## src/rtl/spi_cmd_decoder.sv

```systemverilog
// SPI mode-0 slave that turns 16-bit command/data frames into a register bus strobe interface.
// Optional aborted-frame counter on o_abort_cnt is built when SPI_DEC_ABORT_CNT_EN is defined.
module spi_cmd_decoder #(
  parameter int N_MOD    = 4,
  parameter int SYNC_LEN = 2
) (
  input  logic                 i_sys_clk,
  input  logic                 i_rst_b,
  input  logic                 i_spi_sck,
  input  logic                 i_spi_mosi,
  input  logic                 i_spi_cs_b,
  output logic                 o_spi_miso,
  output logic [4:0]           o_ioc,
  output logic [7:0]           o_data_out,
  input  logic [8*N_MOD-1:0]   i_mod_data,
  output logic [N_MOD-1:0]     o_cs_vec,
  output logic                 o_fetch_cmd,
  output logic                 o_load_cmd,
  output logic                 o_err
`ifdef SPI_DEC_ABORT_CNT_EN
  ,output logic [7:0]          o_abort_cnt
`endif
);

  typedef enum logic [2:0] {
    S_IDLE  = 3'd0,
    S_CMD   = 3'd1,
    S_FETCH = 3'd2,
    S_WAITD = 3'd3,
    S_DATA  = 3'd4,
    S_LOAD  = 3'd5,
    S_DONE  = 3'd6
  } state_e;

  localparam logic [2:0] N_MOD_W = 3'(N_MOD);

  logic [SYNC_LEN-1:0] sck_sync_q;
  logic [SYNC_LEN-1:0] mosi_sync_q;
  logic [SYNC_LEN-1:0] cs_sync_q;
  logic                sck_prev_q;
  logic                cs_prev_q;

  state_e              state_q;
  logic [3:0]          bit_cnt_q;
  logic [7:0]          rx_q;
  logic [7:0]          tx_q;
  logic [1:0]          sel_q;
  logic                sel_ok_q;
  logic                wr_q;
  logic                wait_q;
  logic                miso_q;
  logic [4:0]          ioc_q;
  logic [7:0]          data_out_q;
  logic [N_MOD-1:0]    cs_vec_q;
  logic                fetch_q;
  logic                load_q;
  logic                err_q;

  logic                sck_s;
  logic                mosi_s;
  logic                cs_s;
  logic                sck_rise_s;
  logic                sck_fall_s;
  logic                cs_fall_s;
  logic                cs_rise_s;
  logic                in_frame_s;
  logic                abort_s;
  logic [7:0]          rx_d;
  logic [1:0]          cmd_sel_s;
  logic                cmd_sel_ok_s;
  logic [3:0]          onehot_s;
  logic [31:0]         mod_data_pad_s;
  logic [7:0]          lane_s;

  assign sck_s      = sck_sync_q[SYNC_LEN-1];
  assign mosi_s     = mosi_sync_q[SYNC_LEN-1];
  assign cs_s       = cs_sync_q[SYNC_LEN-1];
  assign sck_rise_s = sck_s & ~sck_prev_q;
  assign sck_fall_s = ~sck_s & sck_prev_q;
  assign cs_fall_s  = ~cs_s & cs_prev_q;
  assign cs_rise_s  = cs_s & ~cs_prev_q;

  assign in_frame_s = (state_q == S_CMD) || (state_q == S_FETCH) ||
                      (state_q == S_WAITD) || (state_q == S_DATA);
  assign abort_s    = cs_rise_s & in_frame_s;

  assign rx_d         = {rx_q[6:0], mosi_s};
  assign cmd_sel_s    = rx_d[6:5];
  assign cmd_sel_ok_s = ({1'b0, cmd_sel_s} < N_MOD_W);
  assign onehot_s     = 4'b0001 << cmd_sel_s;

  // Lanes are padded to four so an out-of-range select can never index past the bus.
  assign mod_data_pad_s = 32'(i_mod_data);
  assign lane_s         = sel_ok_q ? mod_data_pad_s[{sel_q, 3'b000} +: 8] : 8'h00;

  // Synchronise the asynchronous SPI pins and keep one-cycle history for edge detection.
  always_ff @(posedge i_sys_clk or negedge i_rst_b) begin
    if (!i_rst_b) begin
      sck_sync_q  <= {SYNC_LEN{1'b0}};
      mosi_sync_q <= {SYNC_LEN{1'b0}};
      cs_sync_q   <= {SYNC_LEN{1'b1}};
      sck_prev_q  <= 1'b0;
      cs_prev_q   <= 1'b1;
    end else begin
      sck_sync_q  <= {sck_sync_q[SYNC_LEN-2:0], i_spi_sck};
      mosi_sync_q <= {mosi_sync_q[SYNC_LEN-2:0], i_spi_mosi};
      cs_sync_q   <= {cs_sync_q[SYNC_LEN-2:0], i_spi_cs_b};
      sck_prev_q  <= sck_s;
      cs_prev_q   <= cs_s;
    end
  end

  // Frame sequencer with registered bus outputs.
  always_ff @(posedge i_sys_clk or negedge i_rst_b) begin
    if (!i_rst_b) begin
      state_q    <= S_IDLE;
      bit_cnt_q  <= 4'd0;
      rx_q       <= 8'h00;
      tx_q       <= 8'h00;
      sel_q      <= 2'd0;
      sel_ok_q   <= 1'b0;
      wr_q       <= 1'b0;
      wait_q     <= 1'b0;
      miso_q     <= 1'b0;
      ioc_q      <= 5'd0;
      data_out_q <= 8'h00;
      cs_vec_q   <= {N_MOD{1'b0}};
      fetch_q    <= 1'b0;
      load_q     <= 1'b0;
      err_q      <= 1'b0;
    end else begin
      fetch_q <= 1'b0;
      load_q  <= 1'b0;
      if (abort_s) begin
        state_q  <= S_IDLE;
        cs_vec_q <= {N_MOD{1'b0}};
        miso_q   <= 1'b0;
      end else begin
        case (state_q)
          S_IDLE: begin
            miso_q <= 1'b0;
            if (cs_fall_s) begin
              state_q   <= S_CMD;
              bit_cnt_q <= 4'd0;
            end else begin
              state_q <= S_IDLE;
            end
          end
          S_CMD: begin
            if (sck_rise_s) begin
              rx_q      <= rx_d;
              bit_cnt_q <= bit_cnt_q + 4'd1;
              if (bit_cnt_q == 4'd7) begin
                ioc_q    <= rx_d[4:0];
                sel_q    <= cmd_sel_s;
                sel_ok_q <= cmd_sel_ok_s;
                wr_q     <= rx_d[7];
                tx_q     <= 8'h00;
                wait_q   <= 1'b0;
                if (cmd_sel_ok_s) begin
                  cs_vec_q <= onehot_s[N_MOD-1:0];
                end else begin
                  cs_vec_q <= {N_MOD{1'b0}};
                  err_q    <= 1'b1;
                end
                state_q <= rx_d[7] ? S_DATA : S_FETCH;
              end else begin
                state_q <= S_CMD;
              end
            end else begin
              state_q <= S_CMD;
            end
          end
          S_FETCH: begin
            fetch_q <= 1'b1;
            wait_q  <= 1'b0;
            state_q <= S_WAITD;
          end
          S_WAITD: begin
            // Second WAITD cycle: the module has had one cycle to present its read data.
            if (wait_q) begin
              tx_q    <= lane_s;
              state_q <= S_DATA;
            end else begin
              wait_q  <= 1'b1;
              state_q <= S_WAITD;
            end
          end
          S_DATA: begin
            if (sck_rise_s) begin
              rx_q      <= rx_d;
              bit_cnt_q <= bit_cnt_q + 4'd1;
              if (bit_cnt_q == 4'd15) begin
                if (wr_q && sel_ok_q) begin
                  data_out_q <= rx_d;
                  state_q    <= S_LOAD;
                end else begin
                  state_q <= S_DONE;
                end
              end else begin
                state_q <= S_DATA;
              end
            end else if (sck_fall_s) begin
              miso_q  <= tx_q[7];
              tx_q    <= {tx_q[6:0], 1'b0};
              state_q <= S_DATA;
            end else begin
              state_q <= S_DATA;
            end
          end
          S_LOAD: begin
            load_q <= 1'b1;
            miso_q <= 1'b0;
            if (cs_rise_s) begin
              cs_vec_q <= {N_MOD{1'b0}};
              state_q  <= S_IDLE;
            end else begin
              state_q <= S_DONE;
            end
          end
          S_DONE: begin
            miso_q <= 1'b0;
            if (cs_rise_s) begin
              cs_vec_q <= {N_MOD{1'b0}};
              state_q  <= S_IDLE;
            end else begin
              state_q <= S_DONE;
            end
          end
          default: begin
            state_q  <= S_IDLE;
            cs_vec_q <= {N_MOD{1'b0}};
            miso_q   <= 1'b0;
          end
        endcase
      end
    end
  end

`ifdef SPI_DEC_ABORT_CNT_EN
  logic [7:0] abort_cnt_q;

  // Saturating count of frames cut short by chip select.
  always_ff @(posedge i_sys_clk or negedge i_rst_b) begin
    if (!i_rst_b) begin
      abort_cnt_q <= 8'h00;
    end else if (abort_s && (abort_cnt_q != 8'hFF)) begin
      abort_cnt_q <= abort_cnt_q + 8'h01;
    end else begin
      abort_cnt_q <= abort_cnt_q;
    end
  end

  assign o_abort_cnt = abort_cnt_q;
`endif

  assign o_spi_miso  = miso_q;
  assign o_ioc       = ioc_q;
  assign o_data_out  = data_out_q;
  assign o_cs_vec    = cs_vec_q;
  assign o_fetch_cmd = fetch_q;
  assign o_load_cmd  = load_q;
  assign o_err       = err_q;

endmodule

```

## config.mk

```make
export PLATFORM = sky130hd
export DESIGN_NAME = spi_cmd_decoder
export DESIGN_NICKNAME = d
export VERILOG_FILES = /design/src/rtl/spi_cmd_decoder.sv
export SDC_FILE = /design/constraint.sdc
export NUM_CORES = 1
export LEC_CHECK = 0
export ABC_AREA = 1
export CAP_MARGIN = 20
export CORE_AREA = 2 2 87 89
export CTS_BUF_LIST = sky130_fd_sc_hd__clkbuf_8
export DETAILED_ROUTE_END_ITERATION = 8
export DIE_AREA = 0 0 89 91
export GPL_TIMING_DRIVEN = 0
export MAX_ROUTING_LAYER = met4
export SKIP_CTS_REPAIR_TIMING = 1
export SYNTH_ARGS = -nofsm -noshare
export SYNTH_HDL_FRONTEND = slang
export SYNTH_SLANG_ARGS = --single-unit
export TNS_END_PERCENT = 30
```

## constraint.sdc

```tcl
create_clock -name i_sys_clk -period 3.95 [get_ports i_sys_clk]
set_input_delay 0.9875 -clock i_sys_clk [delete_from_list [all_inputs] [get_ports i_sys_clk]]
set_output_delay 0.9875 -clock i_sys_clk [all_outputs]
set_load 0.03 [all_outputs]
```

Word level (Yosys, flattened, before mapping):

Cells that the tools add are included.

* add/subtract/negate cells: 1
* equal/unequal tests: 22
* shift operators: 2
* mux-type cells: 37
* bitwise gates (word level): 10
* reductions and logical operators: 20

Operator list (count)
* 8-bit two-way mux: 6
* 32-bit by 6-bit indexed part select with 8-bit output: 1
* 3-bit two-way mux: 8
* 4-bit two-way mux: 6
* 8-bit one-hot mux with 3 select lines: 1
* 3-bit one-hot mux with 6 select lines: 1
* 4-bit AND reduction: 4
* 4-bit one-hot mux with 3 select lines: 1
* 1-bit two-way mux: 10
* 2-bit != test, second input constant: 5
* 3-bit == test, second input constant: 3
* 3-bit != test, second input constant: 3
* 2-bit by 1-bit != test with 1-bit output, second input constant: 4
* 4-bit one-hot mux with 2 select lines: 1
* 7-bit AND reduction: 1
* 3-bit by 2-bit == test with 1-bit output, second input constant: 2
* 3-bit AND reduction: 2
* 3-bit nonzero test: 2
* 1-bit AND: 5
* 1-bit inverter: 5
* 5-bit AND reduction: 1
* 4-bit by 1-bit adder with 4-bit output, second input constant: 1
* 4-bit by 3-bit == test with 1-bit output, second input constant: 1
* 4-bit == test, second input constant: 1
* 14 further kinds: 17

* register bits after elaboration: 55
* output and inout bits: 21
* logic and storage cells: 111

Logic depth before layout (Yosys ltp):

Gate-level depths: netlist of the first run.

* word-level depth: 7
* mapped depth: 11

Least setup slack after synthesis of the first run:

OpenSTA, ideal clock, no wires.

* kind: flip-flop to output port
* from: reg miso_q, in the netlist o_spi_miso
* to: out o_spi_miso
* data arrival time: 482 ps
* slack: 2480 ps
* cell stages (with the launch flop): 1
* buffers on the path: 0
* cell sequence: dfrtp_1

RTL lines
* from (decl): line 51 `logic miso_q;`
* from (signal assigned): line 204 `miso_q <= tx_q[7];`
* to (decl): line 12 `output logic o_spi_miso,`

No word-level cell between the ends.

Final worst setup path of the first run:

* from: reg data_out_q[7], in the netlist o_data_out[7]
* to: out o_data_out[7]

RTL lines
* from (decl): line 53 `logic [7:0] data_out_q;`
* from (signal assigned): line 195 `data_out_q <= rx_d;`
* to (decl): line 14 `output logic [7:0] o_data_out,`

No word-level cell between the ends.

==> results of run 1 <==
area by class of cell:
class	instances	area share
sequential	55	0.380
multi-input combinational	278	0.348
inverter	30	0.0310
tap	99	0.0341
timing repair buffer	57	0.159
clock buffer	5	0.0190
clock inverter	3	0.0128
buffer	10	0.0162
cells by family (layout without fill, tap and decap cells):
group                    after synthesis  in the layout  synth area share
XOR/XNOR                               2              2           0.00623
other                                  1              1           0.00133
flip-flops                            55             55             0.490
buffers and inverters                 40            105            0.0609
AND/OR/NAND/NOR                      235            235             0.359
AO/OA/AOI/OAI                         39             39            0.0774
adder cells (fa/ha/maj)                1              1           0.00445
synth_stat cells:
library cell,n
a21oi_1,4
buf_2,5
buf_4,2
buf_6,1
clkbuf_1,2
conb_1,1
dfrtp_1,52
dfstp_2,3
ha_1,1
inv_1,23
inv_2,7
nand2_1,169
nand2_2,3
nand2_4,2
nand3_1,28
nand3_2,2
nand3_4,1
nand3b_1,1
nand4_1,1
nand4_2,1
nor2_1,20
nor2_2,3
nor2_4,2
nor3_1,1
nor3_2,1
o21ai_0,2
o21ai_1,27
o21ai_2,6
xnor2_1,1
xor2_1,1
how the worst max path moves through the flow:
stage | start | to | slack [ps] | cells past startpoint
after CTS | o_data_out[7]$_DFFE_PN0P_ | o_data_out[7] | 1580 | 1
final | o_data_out[7]$_DFFE_PN0P_ | o_data_out[7] | 1590 | 1
after detailed placement | i_mod_data[29] | tx_q[5]$_DFFE_PN0P_ | 1930 | 9
after global routing | o_data_out[4]$_DFFE_PN0P_ | o_data_out[4] | 1540 | 1
after global placement | i_rst_b | mosi_sync_q[0]$_DFF_PN0_ | 220 | 1
after floorplan | o_spi_miso$_DFFE_PN0P_ | o_spi_miso | 2480 | 0
registers in the layout, summed over array words and instances (netlist names):
| signal | count |
|---|---|
| sck_prev_q | 1 |
| o_data_out | 8 |
| wr_q | 1 |
| o_fetch_cmd | 1 |
| sck_sync_q | 2 |
| cs_sync_q | 2 |
| o_load_cmd | 1 |
| o_spi_miso | 1 |
| rx_q | 7 |
| bit_cnt_q | 4 |
| wait_q | 1 |
| sel_q | 2 |
| tx_q | 8 |
| sel_ok_q | 1 |
| cs_prev_q | 1 |
| o_ioc | 5 |
| state_q | 3 |
| mosi_sync_q | 2 |
| o_cs_vec | 4 |
metrics by stage:
stage | hold slack (ps) | util | power, mW
6_report | 357 | 0.508 | 1.67
5_1_grt | 367 | 0.508 | 1.79
4_1_cts | 359 | 0.508 | 1.69
3_5_place_dp | 335 | 0.492 | 1.30
3_3_place_gp | 333 | 0.490 | 1.29
2_1_floorplan | 331 | - | 1.13
report_power, final:
| part | total [mW] | leakage [nW] | switching [mW] | internal (mW) |
|---|---|---|---|---|
| clock | 0.383 | 0.0548 | 0.191 | 0.191 |
| combinational | 0.539 | 1.02 | 0.347 | 0.192 |
| sequential | 0.751 | 0.730 | 0.0759 | 0.675 |
layout by cell type (no fill, tap or decap), drive strengths merged, types with 3 or more instances in the layout:
cell	n
a21oi	4
buf	10
clkbuf	7
clkdlybuf4s50	55
dfrtp	52
dfstp	3
inv	31
nand2	174
nand3	31
nor2	25
o21ai	35
per-layer routing:
metal | wire length, um | track usage | part of all wire
met1 | 3180 | 0.242 | 0.48
met2 | 2920 | 0.272 | 0.44
met3 | 369 | 0.0336 | 0.056
met4 | 104 | 0.0386 | 0.016
met5 | 0 | - | 0
==> key figures, run 1 <==
Synth
  • Yosys warns: 0
  • Synth area leaders: dfrtp_1, nand2_1, nand3_1
  • Syn Std Cell Area: ~0.0028 sq mm
  • Syn_nets: 411
  • Top-area cell type share of the netlist area: 0.462
  • Flops & latches, synth: 55
  • Sequential area share after synthesis: 0.490
  • Synthesized instance count: between 300 and 400
  • Distinct cells, synth: 30
  • Yosys top cell by area: dfrtp_1
  • Avg Cell Area, Syn: roughly 7.5 sq um

Layout
  • Share of cells above drive strength 1: 0.112
  • Diode count: 0
  • Nets@finish: about 480
  • Finished Layout Cells: 537
  • Register area: 0.00138 sq mm
  • Final Instance Area: ~0.0036 sq mm
  • Synth-to-Final Area Change: 28.9%
  • Multi-input logic area: approximately 0.0013 sq mm
  • Fillers: 725

Placed design
  • # port buffers: 56
  • Post-Place Setup Slack: approximately 1900 ps
  • Final RePlAce weighted congestion: 0.919
  • Area post-placement: roughly 0.0035 sq mm
  • Post-DP HPWL: around 4.9 mm
  • Placed cells: around 530

Timing
  • Setup Total Neg Slack: 0 ps
  • Unrepaired setup endpoints after global routing: no
  • Final Cycle Share: 0.599
  • Max Slew Vio Count: 0
  • Hold Vio Cnt, Final: 0
  • Minimum clock period: 2360 ps
  • FMAX: 423 MHz
  • Final setup fails: 0
  • Worst setup slack after layout: roughly 1600 ps
  • Clock skew: ~11 ps

Die
  • Cell row count: 31
  • Core footprint: approximately 0.0071 sq mm
  • Initial core utilization: 0.394
  • DIE HEIGHT: 91 um
  • # IOs: between 50 and 60
  • Die area: around 0.008 sq mm
  • Die X: ~89 um

Critical path
  • Critical R2R Capture: o_data_out[6]$_DFFE_PN0P_
  • Worst Setup Path Type: reg2out
  • Cell family with most CP delay: buffers and inverters
  • CP bufs+invs: 1
  • Slowest cell on the critical path: clkdlybuf4s50_1
  • Critical Path AT: between 1000 and 1500 ps
  • Worst r2r src: bit_cnt_q[0]$_DFFE_PN0P_
  • Worst path cell trace: clkdlybuf4s50_1
  • CP endpoint kind: output port
  • Peak fanout along the critical path: 2
  • Reg2Reg Depth: 7
  • Reg2reg setup slack: 2210 ps
  • Crit path launch type: flip-flop
  • CP max stage delay: 680 ps
  • Worst Path Required: 2960 ps

Power
  • Pwr/cell area: 461 mW/mm^2
  • Pleak: 1.80 nW
  • VDD IR max: 0.251 mV

Min path
  • Min-delay src: sck_sync_q[0]$_DFF_PN0_
  • Worst Hold Depth: 0
  • HP Class: reg2reg
  • Hold endpoint: sck_sync_q[1]$_DFF_PN0_

Route
  • Final wirelength: 6.57 mm
  • WL/cell: roughly 12 um
  • Vias per cell: 4.66
  • DR pass1 iterations: 4
  • # DRC: 0
  • Starting DRT DRC Count: 157
  • Vias post-DR: 2503
  • Post-route ant nets: 0

CTS
  • H-tree levels: 2
  • Clock transition at the registers of the reported paths: 100 ps
  • Clk root buf: clkbuf_8
  • CTS tree: built
  • CTS Buf Count: 5
  • CTS Sinks: 55
  • Later-pin clock latency in the skew report: 310 ps
  • Clk buf depth: 2

GRT
  • Vias in the first global route: between 2000 and 2500
  • Initial antenna violation count: 0
  • First-pass GRT wire length: approximately 11 mm
  • Pin count of the biggest net entering global routing: between 40 and 50
  • Tot GR Track Use: 0.176
  • Grt total ovfl: 0

Status
  • Status: finished, final reports clean

Job
  • Max_cap viols: 0
No activity file was read; power rests on OpenSTA's default activity.
==> run 2, diff against run 1 <==
- clock period: 3.95 -> 2.5 ns (I/O delays scaled with it)
==> results of run 2 <==
The final DEF is identical to that of run 1. Status: finished, final reports clean.
Main changes from that run: setup slack after placement 1930 ps -> 737 ps; setup slack after layout 1590 ps -> 498 ps; hold slack 357 ps -> 216 ps; register-to-register setup slack 2210 ps -> 760 ps; total power 1.67 mW -> 2.64 mW; worst IR drop on VDD 0.251 mV -> 0.397 mV
